File: src/rtl/uc_multiciclo_pkg.sv
// Shared types and constants for the multicycle control unit: FSM states,
// decoded instruction classes, opcodes, ALU op codes and address-mux encodings.
package uc_pkg;

  typedef enum logic [2:0] {
    FETCH,
    DECODE,
    EXEC,
    MEM_PTR,
    MEM,
    WB,
    TRAP
  } state_t;

  typedef enum logic [3:0] {
    CL_BAD,
    CL_ALU,
    CL_LDI,
    CL_LD_DIR,
    CL_LD_IND,
    CL_LD_REG,
    CL_LD_REL,
    CL_JMP,
    CL_JREL,
    CL_JZ,
    CL_JNZ
  } cls_t;

  typedef enum logic [1:0] {
    SA_IMM     = 2'd0,
    SA_MEM     = 2'd1,
    SA_REG     = 2'd2,
    SA_REG_IMM = 2'd3
  } s_addr_t;

  localparam logic [7:0] OP_LDI    = 8'h10;
  localparam logic [7:0] OP_LD_DIR = 8'h11;
  localparam logic [7:0] OP_LD_IND = 8'h12;
  localparam logic [7:0] OP_LD_REG = 8'h13;
  localparam logic [7:0] OP_LD_REL = 8'h14;
  localparam logic [7:0] OP_JMP    = 8'h15;
  localparam logic [7:0] OP_JREL   = 8'h16;
  localparam logic [7:0] OP_JZ     = 8'h17;
  localparam logic [7:0] OP_JNZ    = 8'h18;

  // ALU codes that the immediate class remaps; the rest pass through unchanged.
  localparam logic [2:0] ALU_PASS  = 3'b000;
  localparam logic [2:0] ALU_OP_1  = 3'b001;
  localparam logic [2:0] ALU_OP_6  = 3'b110;

  // Datapath strobes driven by the FSM (op_alu is width-parameterised, kept apart).
  typedef struct packed {
    logic    we_ir;
    logic    we_pc;
    logic    s_inc;
    logic    s_rel_pc;
    logic    s_inm;
    logic    s_datos;
    s_addr_t s_addr;
    logic    mem_re;
    logic    we3;
    logic    wez;
  } ctrl_t;

  function automatic s_addr_t addr_mode(input cls_t cls);
    case (cls)
      CL_LD_IND: addr_mode = SA_MEM;
      CL_LD_REG: addr_mode = SA_REG;
      CL_LD_REL: addr_mode = SA_REG_IMM;
      default:   addr_mode = SA_IMM;
    endcase
  endfunction

endpackage

File: src/rtl/uc_multiciclo_if.sv
// Control-unit bus: instruction/status inputs and datapath strobes.
// The trap line exists only when UC_TRAP_EN is defined.
interface uc_multiciclo_if #(
  parameter int OPCODE_W = 8,
  parameter int ALU_OP_W = 3
);
  logic [OPCODE_W-1:0] opcode;
  logic                z;
  logic                mem_ready;
  logic                we_ir;
  logic                we_pc;
  logic                s_inc;
  logic                s_rel_pc;
  logic                s_inm;
  logic                s_datos;
  logic [1:0]          s_addr;
  logic                mem_re;
  logic                we3;
  logic                wez;
  logic [ALU_OP_W-1:0] op_alu;
  logic                mem_err;
`ifdef UC_TRAP_EN
  logic                trap;
`endif

  modport master (
    input  opcode, z, mem_ready,
    output we_ir, we_pc, s_inc, s_rel_pc, s_inm, s_datos, s_addr,
           mem_re, we3, wez, op_alu, mem_err
`ifdef UC_TRAP_EN
    , output trap
`endif
  );

  modport slave (
    output opcode, z, mem_ready,
    input  we_ir, we_pc, s_inc, s_rel_pc, s_inm, s_datos, s_addr,
           mem_re, we3, wez, op_alu, mem_err
`ifdef UC_TRAP_EN
    , input trap
`endif
  );

endinterface

File: src/rtl/uc_multiciclo_alu_dec.sv
// Combinational opcode decoder: instruction class, ALU operation and
// immediate-operand select.
module uc_alu_dec
  import uc_pkg::*;
#(
  parameter int OPCODE_W = 8,
  parameter int ALU_OP_W = 3
) (
  input  logic [OPCODE_W-1:0] opcode_i,
  output cls_t                cls_o,
  output logic [ALU_OP_W-1:0] op_alu_o,
  output logic                s_inm_o
);

  // NOTE: every output gets a default first so no path leaves one unassigned (no latch).
  always_comb begin
    cls_o    = CL_BAD;
    op_alu_o = '0;
    s_inm_o  = 1'b0;
    if (opcode_i[OPCODE_W-1]) begin
      cls_o    = CL_ALU;
      op_alu_o = opcode_i[OPCODE_W-2 -: ALU_OP_W];
    end else if (opcode_i[OPCODE_W-2:4] == '0) begin
      // Immediate ALU ops: codes 2..5 pass through, 0/6/7 are remapped, 1 is unused.
      cls_o   = CL_ALU;
      s_inm_o = 1'b1;
      case (opcode_i[3:0])
        4'h0:                   op_alu_o = ALU_OP_W'(ALU_PASS);
        4'h2, 4'h3, 4'h4, 4'h5: op_alu_o = ALU_OP_W'(opcode_i[2:0]);
        4'h6:                   op_alu_o = ALU_OP_W'(ALU_OP_1);
        4'h7:                   op_alu_o = ALU_OP_W'(ALU_OP_6);
        default: begin
          cls_o   = CL_BAD;
          s_inm_o = 1'b0;
        end
      endcase
    end else begin
      case (opcode_i)
        OPCODE_W'(OP_LDI): begin
          cls_o   = CL_LDI;
          s_inm_o = 1'b1;
        end
        OPCODE_W'(OP_LD_DIR): cls_o = CL_LD_DIR;
        OPCODE_W'(OP_LD_IND): cls_o = CL_LD_IND;
        OPCODE_W'(OP_LD_REG): cls_o = CL_LD_REG;
        OPCODE_W'(OP_LD_REL): cls_o = CL_LD_REL;
        OPCODE_W'(OP_JMP):    cls_o = CL_JMP;
        OPCODE_W'(OP_JREL):   cls_o = CL_JREL;
        OPCODE_W'(OP_JZ):     cls_o = CL_JZ;
        OPCODE_W'(OP_JNZ):    cls_o = CL_JNZ;
        default:              cls_o = CL_BAD;
      endcase
    end
  end

endmodule

File: src/rtl/uc_multiciclo.sv
// Multicycle control unit: FETCH/DECODE/EXEC/MEM/WB sequencer with memory-ready
// wait counter and sticky timeout flag. Define UC_TRAP_EN to trap on bad opcodes.
module uc_multiciclo
  import uc_pkg::*;
#(
  parameter int OPCODE_W = 8,
  parameter int ALU_OP_W = 3,
  parameter int WAIT_MAX = 15
) (
  input  logic            clk,
  input  logic            reset_n,
  uc_multiciclo_if.master bus
);

  localparam int CNT_W = $clog2(WAIT_MAX + 1);

  state_t              state_q, state_d;
  cls_t                cls_q, cls_d, dec_cls;
  logic [ALU_OP_W-1:0] alu_op_q, alu_op_d, dec_op;
  logic                inm_q, inm_d, dec_inm;
  logic [CNT_W-1:0]    cnt_q, cnt_d;
  logic                err_q, err_d;
  logic                in_mem, timeout;
  ctrl_t               ctrl;
  logic [ALU_OP_W-1:0] op_alu;
`ifdef UC_TRAP_EN
  logic                trap;
`endif

  uc_alu_dec #(
    .OPCODE_W (OPCODE_W),
    .ALU_OP_W (ALU_OP_W)
  ) u_alu_dec (
    .opcode_i (bus.opcode),
    .cls_o    (dec_cls),
    .op_alu_o (dec_op),
    .s_inm_o  (dec_inm)
  );

  assign in_mem  = (state_q == MEM_PTR) || (state_q == MEM);
  // A ready arriving on the last allowed cycle wins over the timeout.
  assign timeout = in_mem && !bus.mem_ready && (cnt_q == CNT_W'(WAIT_MAX));

  // NOTE: sequential state uses non-blocking assignments so all registers update together.
  always_ff @(posedge clk) begin
    if (!reset_n) begin
      state_q  <= FETCH;
      cls_q    <= CL_BAD;
      alu_op_q <= '0;
      inm_q    <= 1'b0;
      cnt_q    <= '0;
      err_q    <= 1'b0;
    end else begin
      state_q  <= state_d;
      cls_q    <= cls_d;
      alu_op_q <= alu_op_d;
      inm_q    <= inm_d;
      cnt_q    <= cnt_d;
      err_q    <= err_d;
    end
  end

  always_comb begin
    state_d  = state_q;
    cls_d    = cls_q;
    alu_op_d = alu_op_q;
    inm_d    = inm_q;
    cnt_d    = cnt_q;
    err_d    = err_q;
    case (state_q)
      FETCH: state_d = DECODE;
      DECODE: begin
        cls_d    = dec_cls;
        alu_op_d = dec_op;
        inm_d    = dec_inm;
        cnt_d    = '0;
        case (dec_cls)
          CL_LD_IND:                      state_d = MEM_PTR;
          CL_LD_DIR, CL_LD_REG, CL_LD_REL: state_d = MEM;
`ifdef UC_TRAP_EN
          CL_BAD:                         state_d = TRAP;
`endif
          default:                        state_d = EXEC;
        endcase
      end
      EXEC: state_d = FETCH;
      MEM_PTR, MEM: begin
        if (bus.mem_ready) begin
          state_d = (state_q == MEM_PTR) ? MEM : WB;
          cnt_d   = '0;
        end else if (timeout) begin
          state_d = FETCH;
          err_d   = 1'b1;
        end else begin
          cnt_d = cnt_q + CNT_W'(1);
        end
      end
      WB:      state_d = FETCH;
      TRAP:    state_d = TRAP;
      default: state_d = FETCH;
    endcase
  end

  always_comb begin
    ctrl   = '0;
    op_alu = '0;
`ifdef UC_TRAP_EN
    trap   = 1'b0;
`endif
    case (state_q)
      FETCH: ctrl.we_ir = 1'b1;
      EXEC: begin
        op_alu     = alu_op_q;
        ctrl.s_inm = inm_q;
        ctrl.we_pc = 1'b1;
        ctrl.s_inc = 1'b1;
        case (cls_q)
          CL_ALU: begin
            ctrl.we3 = 1'b1;
            ctrl.wez = 1'b1;
          end
          CL_LDI:  ctrl.we3      = 1'b1;
          CL_JMP:  ctrl.s_inc    = 1'b0;
          CL_JREL: ctrl.s_rel_pc = 1'b1;
          CL_JZ:   ctrl.s_inc    = ~bus.z;
          CL_JNZ:  ctrl.s_inc    = bus.z;
          default: ;
        endcase
      end
      MEM_PTR: begin
        ctrl.mem_re = 1'b1;
        ctrl.s_addr = SA_IMM;
      end
      MEM: begin
        ctrl.mem_re = 1'b1;
        ctrl.s_addr = addr_mode(cls_q);
      end
      WB: begin
        ctrl.s_datos = 1'b1;
        ctrl.we3     = 1'b1;
        ctrl.we_pc   = 1'b1;
        ctrl.s_inc   = 1'b1;
      end
`ifdef UC_TRAP_EN
      TRAP: trap = 1'b1;
`endif
      default: ;
    endcase
    // Timed-out load skips the instruction: advance PC, no register write.
    if (timeout) begin
      ctrl.we_pc = 1'b1;
      ctrl.s_inc = 1'b1;
    end
    // Reset abandons the instruction at once, so no strobe leaks in the reset cycle.
    if (!reset_n) begin
      ctrl   = '0;
      op_alu = '0;
`ifdef UC_TRAP_EN
      trap   = 1'b0;
`endif
    end
  end

  assign bus.we_ir    = ctrl.we_ir;
  assign bus.we_pc    = ctrl.we_pc;
  assign bus.s_inc    = ctrl.s_inc;
  assign bus.s_rel_pc = ctrl.s_rel_pc;
  assign bus.s_inm    = ctrl.s_inm;
  assign bus.s_datos  = ctrl.s_datos;
  assign bus.s_addr   = ctrl.s_addr;
  assign bus.mem_re   = ctrl.mem_re;
  assign bus.we3      = ctrl.we3;
  assign bus.wez      = ctrl.wez;
  assign bus.op_alu   = op_alu;
  assign bus.mem_err  = err_q;
`ifdef UC_TRAP_EN
  assign bus.trap     = trap;
`endif

endmodule

File: src/flat_wrapper.sv
// flat-port wrapper written by rule: the top's interface ports become plain ports
module uc_multiciclo_flat import uc_pkg::*;
#(
  parameter int OPCODE_W = 8,
  parameter int ALU_OP_W = 3,
  parameter int WAIT_MAX = 15
)
  (clk, reset_n, bus_opcode, bus_z, bus_mem_ready, bus_we_ir, bus_we_pc, bus_s_inc, bus_s_rel_pc, bus_s_inm, bus_s_datos, bus_s_addr, bus_mem_re, bus_we3, bus_wez, bus_op_alu, bus_mem_err);
  uc_multiciclo_if #(.OPCODE_W(OPCODE_W), .ALU_OP_W(ALU_OP_W)) bus_i ();
  input  logic clk;
  input  logic reset_n;
  input wire logic [$bits(bus_i.opcode)-1:0] bus_opcode;
  input wire logic [$bits(bus_i.z)-1:0] bus_z;
  input wire logic [$bits(bus_i.mem_ready)-1:0] bus_mem_ready;
  output wire logic [$bits(bus_i.we_ir)-1:0] bus_we_ir;
  output wire logic [$bits(bus_i.we_pc)-1:0] bus_we_pc;
  output wire logic [$bits(bus_i.s_inc)-1:0] bus_s_inc;
  output wire logic [$bits(bus_i.s_rel_pc)-1:0] bus_s_rel_pc;
  output wire logic [$bits(bus_i.s_inm)-1:0] bus_s_inm;
  output wire logic [$bits(bus_i.s_datos)-1:0] bus_s_datos;
  output wire logic [$bits(bus_i.s_addr)-1:0] bus_s_addr;
  output wire logic [$bits(bus_i.mem_re)-1:0] bus_mem_re;
  output wire logic [$bits(bus_i.we3)-1:0] bus_we3;
  output wire logic [$bits(bus_i.wez)-1:0] bus_wez;
  output wire logic [$bits(bus_i.op_alu)-1:0] bus_op_alu;
  output wire logic [$bits(bus_i.mem_err)-1:0] bus_mem_err;
  assign bus_i.opcode = bus_opcode;
  assign bus_i.z = bus_z;
  assign bus_i.mem_ready = bus_mem_ready;
  assign bus_we_ir = bus_i.we_ir;
  assign bus_we_pc = bus_i.we_pc;
  assign bus_s_inc = bus_i.s_inc;
  assign bus_s_rel_pc = bus_i.s_rel_pc;
  assign bus_s_inm = bus_i.s_inm;
  assign bus_s_datos = bus_i.s_datos;
  assign bus_s_addr = bus_i.s_addr;
  assign bus_mem_re = bus_i.mem_re;
  assign bus_we3 = bus_i.we3;
  assign bus_wez = bus_i.wez;
  assign bus_op_alu = bus_i.op_alu;
  assign bus_mem_err = bus_i.mem_err;
  uc_multiciclo #(.OPCODE_W(OPCODE_W), .ALU_OP_W(ALU_OP_W), .WAIT_MAX(WAIT_MAX)) u_core (.clk(clk), .reset_n(reset_n), .bus(bus_i));
endmodule
File: config.mk
export PLATFORM = sky130hd
export DESIGN_NAME = uc_multiciclo_flat
export DESIGN_NICKNAME = d
export VERILOG_FILES = /design/src/rtl/uc_multiciclo_pkg.sv /design/src/rtl/uc_multiciclo_if.sv /design/src/rtl/uc_multiciclo_alu_dec.sv /design/src/rtl/uc_multiciclo.sv /design/src/flat_wrapper.sv
export SDC_FILE = /design/constraint.sdc
export NUM_CORES = 1
export LEC_CHECK = 0
export CAP_MARGIN = 10
export CELL_PAD_IN_SITES_DETAIL_PLACEMENT = 1
export CELL_PAD_IN_SITES_GLOBAL_PLACEMENT = 1
export CORE_AREA = 2 2 61 63
export CTS_CLUSTER_DIAMETER = 40
export DETAILED_ROUTE_END_ITERATION = 10
export DIE_AREA = 0 0 63 65
export PLACE_DENSITY = 0.8
export RECOVER_POWER = 100
export SLEW_MARGIN = 20
export SYNTH_ARGS = -nofsm -noshare
export SYNTH_HDL_FRONTEND = slang
export SYNTH_SLANG_ARGS = --single-unit
export TNS_END_PERCENT = 10
File: constraint.sdc
create_clock -name clk -period 2.05 [get_ports clk]
set_input_delay 0.5125 -clock clk [delete_from_list [all_inputs] [get_ports clk]]
set_output_delay 0.5125 -clock clk [all_outputs]
set_load 0.005 [all_outputs]
==> results.yml, run 1 <==
placed_design:
  place_hpwl_um: 3270
  globalplace.congestion: 0.931
  place_inst: 248
  place_area_mm2: 0.00167
  port_buffers: 26
synth:
  syn_area_mm2: 0.00118
  synthSimpleGateAreaFrac_pct: 38.5
  synth_xor_area_share_pct: 1.48
  synth_top_family_by_area: "simple AND/OR/NAND/NOR gates"
  yosys.area_share.adder_pct: 1.06
  synth.avg_cell_area_um2: 7.64
  synth-warning-count: 0
  synth_ff_type: "dfxtp_1"
  synth_mux_area_share_pct: 3.38
  yosys.cell_types.count: 46
  synth_cells: 155
  syn_nets: 168
  synth-edff-count: 0
  async_flop_share_pct: 0
  ys_seq_area_share_pct: 27.0
  ys_ff_latch: 16
  synth_compound_area_share_pct: 22.2
timing:
  grt_setup_unrepaired: "true"
  timing.hold.ws_ns: 0.457
  slew_headroom_pct: 67.5
  fin_skew_ns: 0.00907
  fmax_ghz: 0.446
  slew_violations: 0
  period_needed_ns: 2.24
  final.setup.worst_slack_ns: -0.193
  report.final.hold_viol_count: 0
  worstMarginPinSlew_ns: 0.486
  post-route-period-util_pct: 109
  setup_viol: 6
die:
  core_mm2: 0.00350
  initial_core_util_pct: 33.9
  rows: 22
  pin_count: 27
  die-width_um: 63
  die-area_mm2: 0.00410
  die_h_um: 65
setup_path:
  required_ns: 1.54
  cp_top_family: "simple AND/OR/NAND/NOR gates"
  cp.arrival_ns: 1.73
  path_buf_inv: 2
  critical_path_class: "reg -> out"
  cp-end-kind: "primary output"
  crit_path_max_fanout: 3
  r2r_slack_ns: 0.02
  crit_path_start_kind: "register"
  cp_slowest_stage_delay_ns: 0.35
  worstPathCellList: "ha_4 -> and4b_2 -> nor2_2 -> nor3b_2 -> buf_4 -> o31a_1 -> buf_2"
  critPathSlowestCell: "dfxtp_2"
power:
  p_leak_nw: 0.843
  max-vdd-ir-drop_mv: 0.245
  powerDensity_mw_per_mm2: 455
layout:
  fill_cells: 435
  drive_gt1_share_pct: 36.2
  fin_util_pct: 53.6
  num_antenna_cells: 0
  area_growth_pct: 58.2
  final_nets: 227
  layout.cells.non_filler: 261
  design_area_mm2: 0.00187
grt:
  grt_pass1_vias: 1559
  grt_max_degree: 12
  grt-ovfl-total: 0
  track_usage_pct: 22.1
  grt_pass1_wl_um: 7180
  antenna_found_initial: 0
clock_network:
  htree_levels: 1
  clk_root_buffer_cell: "clkbuf_4"
  cts_sinks: 16
  clock_latency_ns: 0.30
  cts_tree: "built"
  clockBufferDepth: 2
  clk_pin_slew_ns: 0.11
  numCtsBuffers: 3
detailed_routing:
  viasPerCell: 5.44
  dr.first_iter.drc_count: 73
  drtPass1Iterations: 4
  routedWlPerCell_um: 17.8
  drc: 0
  finalWirelength_um: 4640
  drtAntennaViolNets: 0
  num_vias: 1421
run_status:
  violations: "setup timing"
  status: "finished with violations"
hold_path:
  worstHoldPathType: "reg -> reg"
run:
  cap_violations: 0
-- stage by stage --
stage	TNS (ns)	power, mW	setup slack, ns
finish	-0.717	0.852	-0.193
global route	-1.28	0.895	-0.261
CTS	-1.46	0.838	-0.225
detailed placement	-8.34	0.594	-0.826
global placement	-7.38	0.580	-0.706
floorplan	0	0.483	0.291
-- cell families after synthesis --
logic type | after synthesis
fa+ha+maj | 1
simple gates | 78
xor+xnor | 2
compound gates | 39
buf+inv | 15
mux | 4
flops | 16
-- cell usage after synthesis (2+ instances only) --
| library cell | count | area share (%) |
|---|---|---|
| nor3b_1 | 2 | 1.3 |
| a21oi_1 | 9 | 3.8 |
| o31ai_1 | 2 | 1.3 |
| a21oi_2 | 2 | 1.5 |
| dfxtp_1 | 16 | 27 |
| clkbuf_1 | 7 | 2.2 |
| nor3_1 | 2 | 0.84 |
| nand4b_1 | 3 | 2.2 |
| buf_2 | 3 | 1.3 |
| nand2b_1 | 10 | 5.3 |
| inv_1 | 3 | 0.95 |
| nand2_1 | 12 | 3.8 |
| o21ai_0 | 8 | 3.4 |
| nor2_1 | 16 | 5.1 |
| nor4_1 | 6 | 3.2 |
| buf_6 | 2 | 1.9 |
| and2_1 | 6 | 3.2 |
| nand3_1 | 3 | 1.3 |
| mux2i_1 | 4 | 3.4 |
| nor2b_1 | 2 | 1.1 |
| nor4b_1 | 2 | 1.5 |
| o21ai_1 | 2 | 0.84 |
| a32oi_1 | 4 | 3.0 |
| a31oi_1 | 2 | 1.1 |
| and3_1 | 5 | 2.6 |
| xnor2_1 | 2 | 1.5 |
-- worst reg2reg max path, stage by stage, from the launching register on --
cell and delay [ns]:
dfxtp_4 0.38, clkbuf_4 0.14, clkbuf_1 0.12, or3b_1 0.56
nor4_2 0.40, nand3_1 0.19, a21oi_1 0.17
-- area by class of cell --
class | instances | area, um2 | share of cell area (%)
Tap cell | 48 | 60.1 | 3.20
Clock buffer | 4 | 36.3 | 1.94
Multi-Input combinational cell | 124 | 893 | 47.7
Inverter | 3 | 13.8 | 0.734
Sequential cell | 16 | 333 | 17.8
Timing Repair Buffer | 66 | 538 | 28.7
-- timing repair --
item / 4_1_cts / 5_1_grt
buffers inserted: 7 / 2
hold buffers: 0 / 0
gates resized for setup: 48 / 15
endpoints found under the hold margin: 0 / 0
pin swaps: 8 / 4
setup endpoints to repair: 14 / 13
-- registers in the layout (all words and copies together), names as in the netlist --
signal / cells
u_core.cls_q: 4
u_core.state_q: 3
u_core.bus.mem_err: 1
u_core.inm_q: 1
u_core.alu_op_q: 3
u_core.cnt_q: 4
-- worst paths after layout --
check        cells past startpoint         startpoint           endpoint
max reg2reg                      6  u_core.state_q[2]  u_core.state_q[0]
min                              2       u_core.inm_q       u_core.inm_q
min reg2reg                      2       u_core.inm_q       u_core.inm_q
max                              7    u_core.cnt_q[1]          bus_s_inc
-- layer usage --
metal	track usage, %	wire length (um)	vias up
met4	5.28	28	0
met1	21.6	1720	705
met2	46.8	2770	32
met3	3.82	122	4
li1	-	-	680
met5	0	0	-
-- power breakdown --
part	internal, mW	switching, mW
combinational	0.125	0.149
clock	0.108	0.118
sequential	0.330	0.0217
-- placed cells by master, fill, tap and decap left out, types with 3 or more instances in the layout --
cell,n
dfxtp_2,4
nand2_1,11
and3_1,5
clkdlybuf4s50_1,8
buf_4,37
o21ai_0,9
nand4b_1,3
and2_1,4
a21oi_1,9
dlymetal6s2s_1,4
clkbuf_4,5
nor4_1,4
dfxtp_1,10
a32oi_1,4
nor2_1,12
dlygate4sd2_1,6
dlygate4sd3_1,3
nand2b_1,10
mux2i_1,4
Note: power is estimated with default switching activity, not from simulation.
==> run 2, diff against run 1 <==
Settings changed: CAP_MARGIN 10 to default.
==> results of run 2 <==
No change in the layout: final DEF, timing and power equal those of run 1.
==> RTL change, RTL diff (settings of run 2) <==
Encoding of `state_t`: now one-hot (7 bits for 7 states).
--- a/src/rtl/uc_multiciclo_pkg.sv
+++ b/src/rtl/uc_multiciclo_pkg.sv
@@ -3,12 +3,12 @@
 package uc_pkg;
 
-  typedef enum logic [2:0] {
-    FETCH,
-    DECODE,
-    EXEC,
-    MEM_PTR,
-    MEM,
-    WB,
-    TRAP
+  typedef enum logic [6:0] {
+    FETCH   = 7'b0000001,
+    DECODE  = 7'b0000010,
+    EXEC    = 7'b0000100,
+    MEM_PTR = 7'b0001000,
+    MEM     = 7'b0010000,
+    WB      = 7'b0100000,
+    TRAP    = 7'b1000000
   } state_t;
 
Function: no difference found for any inputs over 10 cycles, from zero or initial values and one cycle with reset_n low; not proved beyond that.
==> RTL change against run 2 <==
The run still ends with negative setup slack left; clock power down 12%; sequential share of layout area up 1.8 points; worst setup slack worse by 220 ps; wire length up 8.7%; first-iteration DRC count down 19%; cell area up 12%; synthesized cell count up 5.8%; sequential cell count up 4; synthesized area up 12%; total power up 6.1%; critical path type unchanged; largest power group unchanged.
==> RTL change: results (changes against run 2) <==
* Sequential fraction of the synthesis area at 30.19% (was 27.03%)
* Violations in the final reports: negative setup slack (unchanged)
* Grt met3 use at 2.083% (was 3.819%)
* WL final at 5046 µm (was 4642 µm)
* Gr usage total at 25.95% (was 22.09%)
* Met2 Use GR at 52.39% (was 46.81%)
* Placer Congestion at 0.8393 (was 0.9307)
* Clock latency on the worst-skew pair at 320 ps (was 300 ps)
* First-pass DRT Iterations at 4 (unchanged)
* Setup Total Neg Slack at -3654 ps (was -716.5 ps)
* Worst Path Max Fanout at 2 (was 3)
* Mapped Nets at 177 (was 168)
* Biggest regs: u_core.state_q: 7 flops, u_core.cls_q: 4 flops, u_core.cnt_q: 4 flops (was u_core.cls_q: 4 flops, u_core.cnt_q: 4 flops)
* Vias at 1,609 (was 1,421)
* Worst Slack Setup Final at -409.3 ps (was -192.8 ps)
* Vias in the first global route at 1,733 (was 1,559)
* Status: complete, but fails checks (unchanged)
* Share of cells above drive strength 1 at 39.83% (was 36.15%)
* Setup violators final at 14 (was 6)
* Post-synthesis cell type count at 47 (was 46)
* Final nets at 251 (was 227)
* N_diodes at 0 (unchanged)
* Largest net degree at the start of global routing at 13 (was 12)
* HPWL Detailed at 3759 µm (was 3265 µm)
* Skew final at 11.98 ps (was 9.065 ps)
* 1st-iter DRT viols at 59 (was 73)
* Synth cell count leaders: dfxtp_1 (20), nor2_1 (17), a21oi_1 (13), nand2_1 (10) (was dfxtp_1 (16), nor2_1 (16), nand2_1 (12), nand2b_1 (10), a21oi_1 (9))
* Post-DP Area at 1952 µm² (was 1674 µm²)
* Critical Path AT at 1950 ps (was 1730 ps)
* P_leak at 0.8605 nW (was 0.8432 nW)
* GR Util met1 at 28.07% (was 21.63%)
* Slew headroom at 69.83% (was 67.49%)
* Area contributors post-synth: dfxtp_1 (30%), a21oi_1 (4.9%), nor2_1 (4.8%) (was dfxtp_1 (27%), nand2b_1 (5.3%), nor2_1 (5.1%))
==> RTL change: worst paths after layout <==
| path | slack, ps | startpoint | cells after the start | endpoint |
|---|---|---|---|---|
| max reg2reg | 210 | u_core.state_q[0]$_SDFFE_PN1P_ | 5 | u_core.state_q[3]$_SDFFE_PN0P_ |
| min reg2reg | 470 | u_core.inm_q$_SDFFE_PN0P_ | 2 | u_core.inm_q$_SDFFE_PN0P_ |
| max | -410 | u_core.state_q[5]$_SDFFE_PN0P_ | 7 | bus_wez |
| min | 470 | u_core.inm_q$_SDFFE_PN0P_ | 2 | u_core.inm_q$_SDFFE_PN0P_ |
==> RTL change: per-stage QoR <==
| stage | std cells | utilization [%] | worst slack, ps | hold slack (ps) |
|---|---|---|---|---|
| final | 284 | 60.13 | -409.3 | 465.9 |
| after global routing | 284 | 60.13 | -484.5 | 498.2 |
| after CTS | 284 | 59.77 | -413.9 | 475.5 |
| after detailed placement | 275 | 55.83 | -740.1 | 459.6 |
| after global placement | 275 | 55.83 | -645.3 | 442.1 |
| after floorplan | 164 | - | 73.85 | 427.3 |
==> RTL change: what timing repair did <==
item | CTS | global route
setup endpoints to repair | 15 | 18
pin swaps | 11 | 3
gates resized for setup | 70 | 6
hold endpoints to repair | 0 | 0
buffers inserted | 7 | 0
==> RTL change: power by group <==
group	total, mW	internal [mW]	switching [mW]
logic	0.285	0.149	0.136
registers	0.419	0.402	0.0171
clock network	0.200	0.0689	0.131
total	0.904	0.620	0.284
==> RTL change: cell families (layout without fill, tap and decap cells) <==
| group | after synthesis | after routing | synth area share [%] |
|---|---|---|---|
| and+or+nand+nor | 79 | 79 | 37.74 |
| AOI/OAI and AO/OA | 39 | 39 | 19.72 |
| DFF | 20 | 20 | 30.19 |
| buffers and inverters | 16 | 88 | 5.283 |
| xor gates and xnor gates | 7 | 7 | 4.623 |
| muxes | 2 | 2 | 1.509 |
| adders and majority gates | 1 | 1 | 0.9432 |
==> RTL change: layout make-up <==
cell class | instances | area (µm²)
clock buffers | 3 | 22.52
repair buffers | 79 | 648.1
inverters | 6 | 22.52
fillers | 442 | 1394
well taps | 48 | 60.06
multi-input cells | 128 | 938.4
flip-flops and latches | 20 | 410.4
==> RTL change: worst max-delay path, cell delays in order, from the launching register on <==
cell and delay, ps:
dfxtp_2 360, nor4_4 300, buf_4 160, and4_4 230, nor3b_4 190, buf_4 130
and3b_1 150, buf_2 110
==> RTL change: per-layer routing <==
| metal | vias up | part of all wire, % |
|---|---|---|
| met2 | 42 | 55 |
| met3 | 10 | 2.7 |
| met4 | 0 | 2.0 |
| li1 | 751 | - |
| met1 | 806 | 40 |
| met5 | - | 0 |
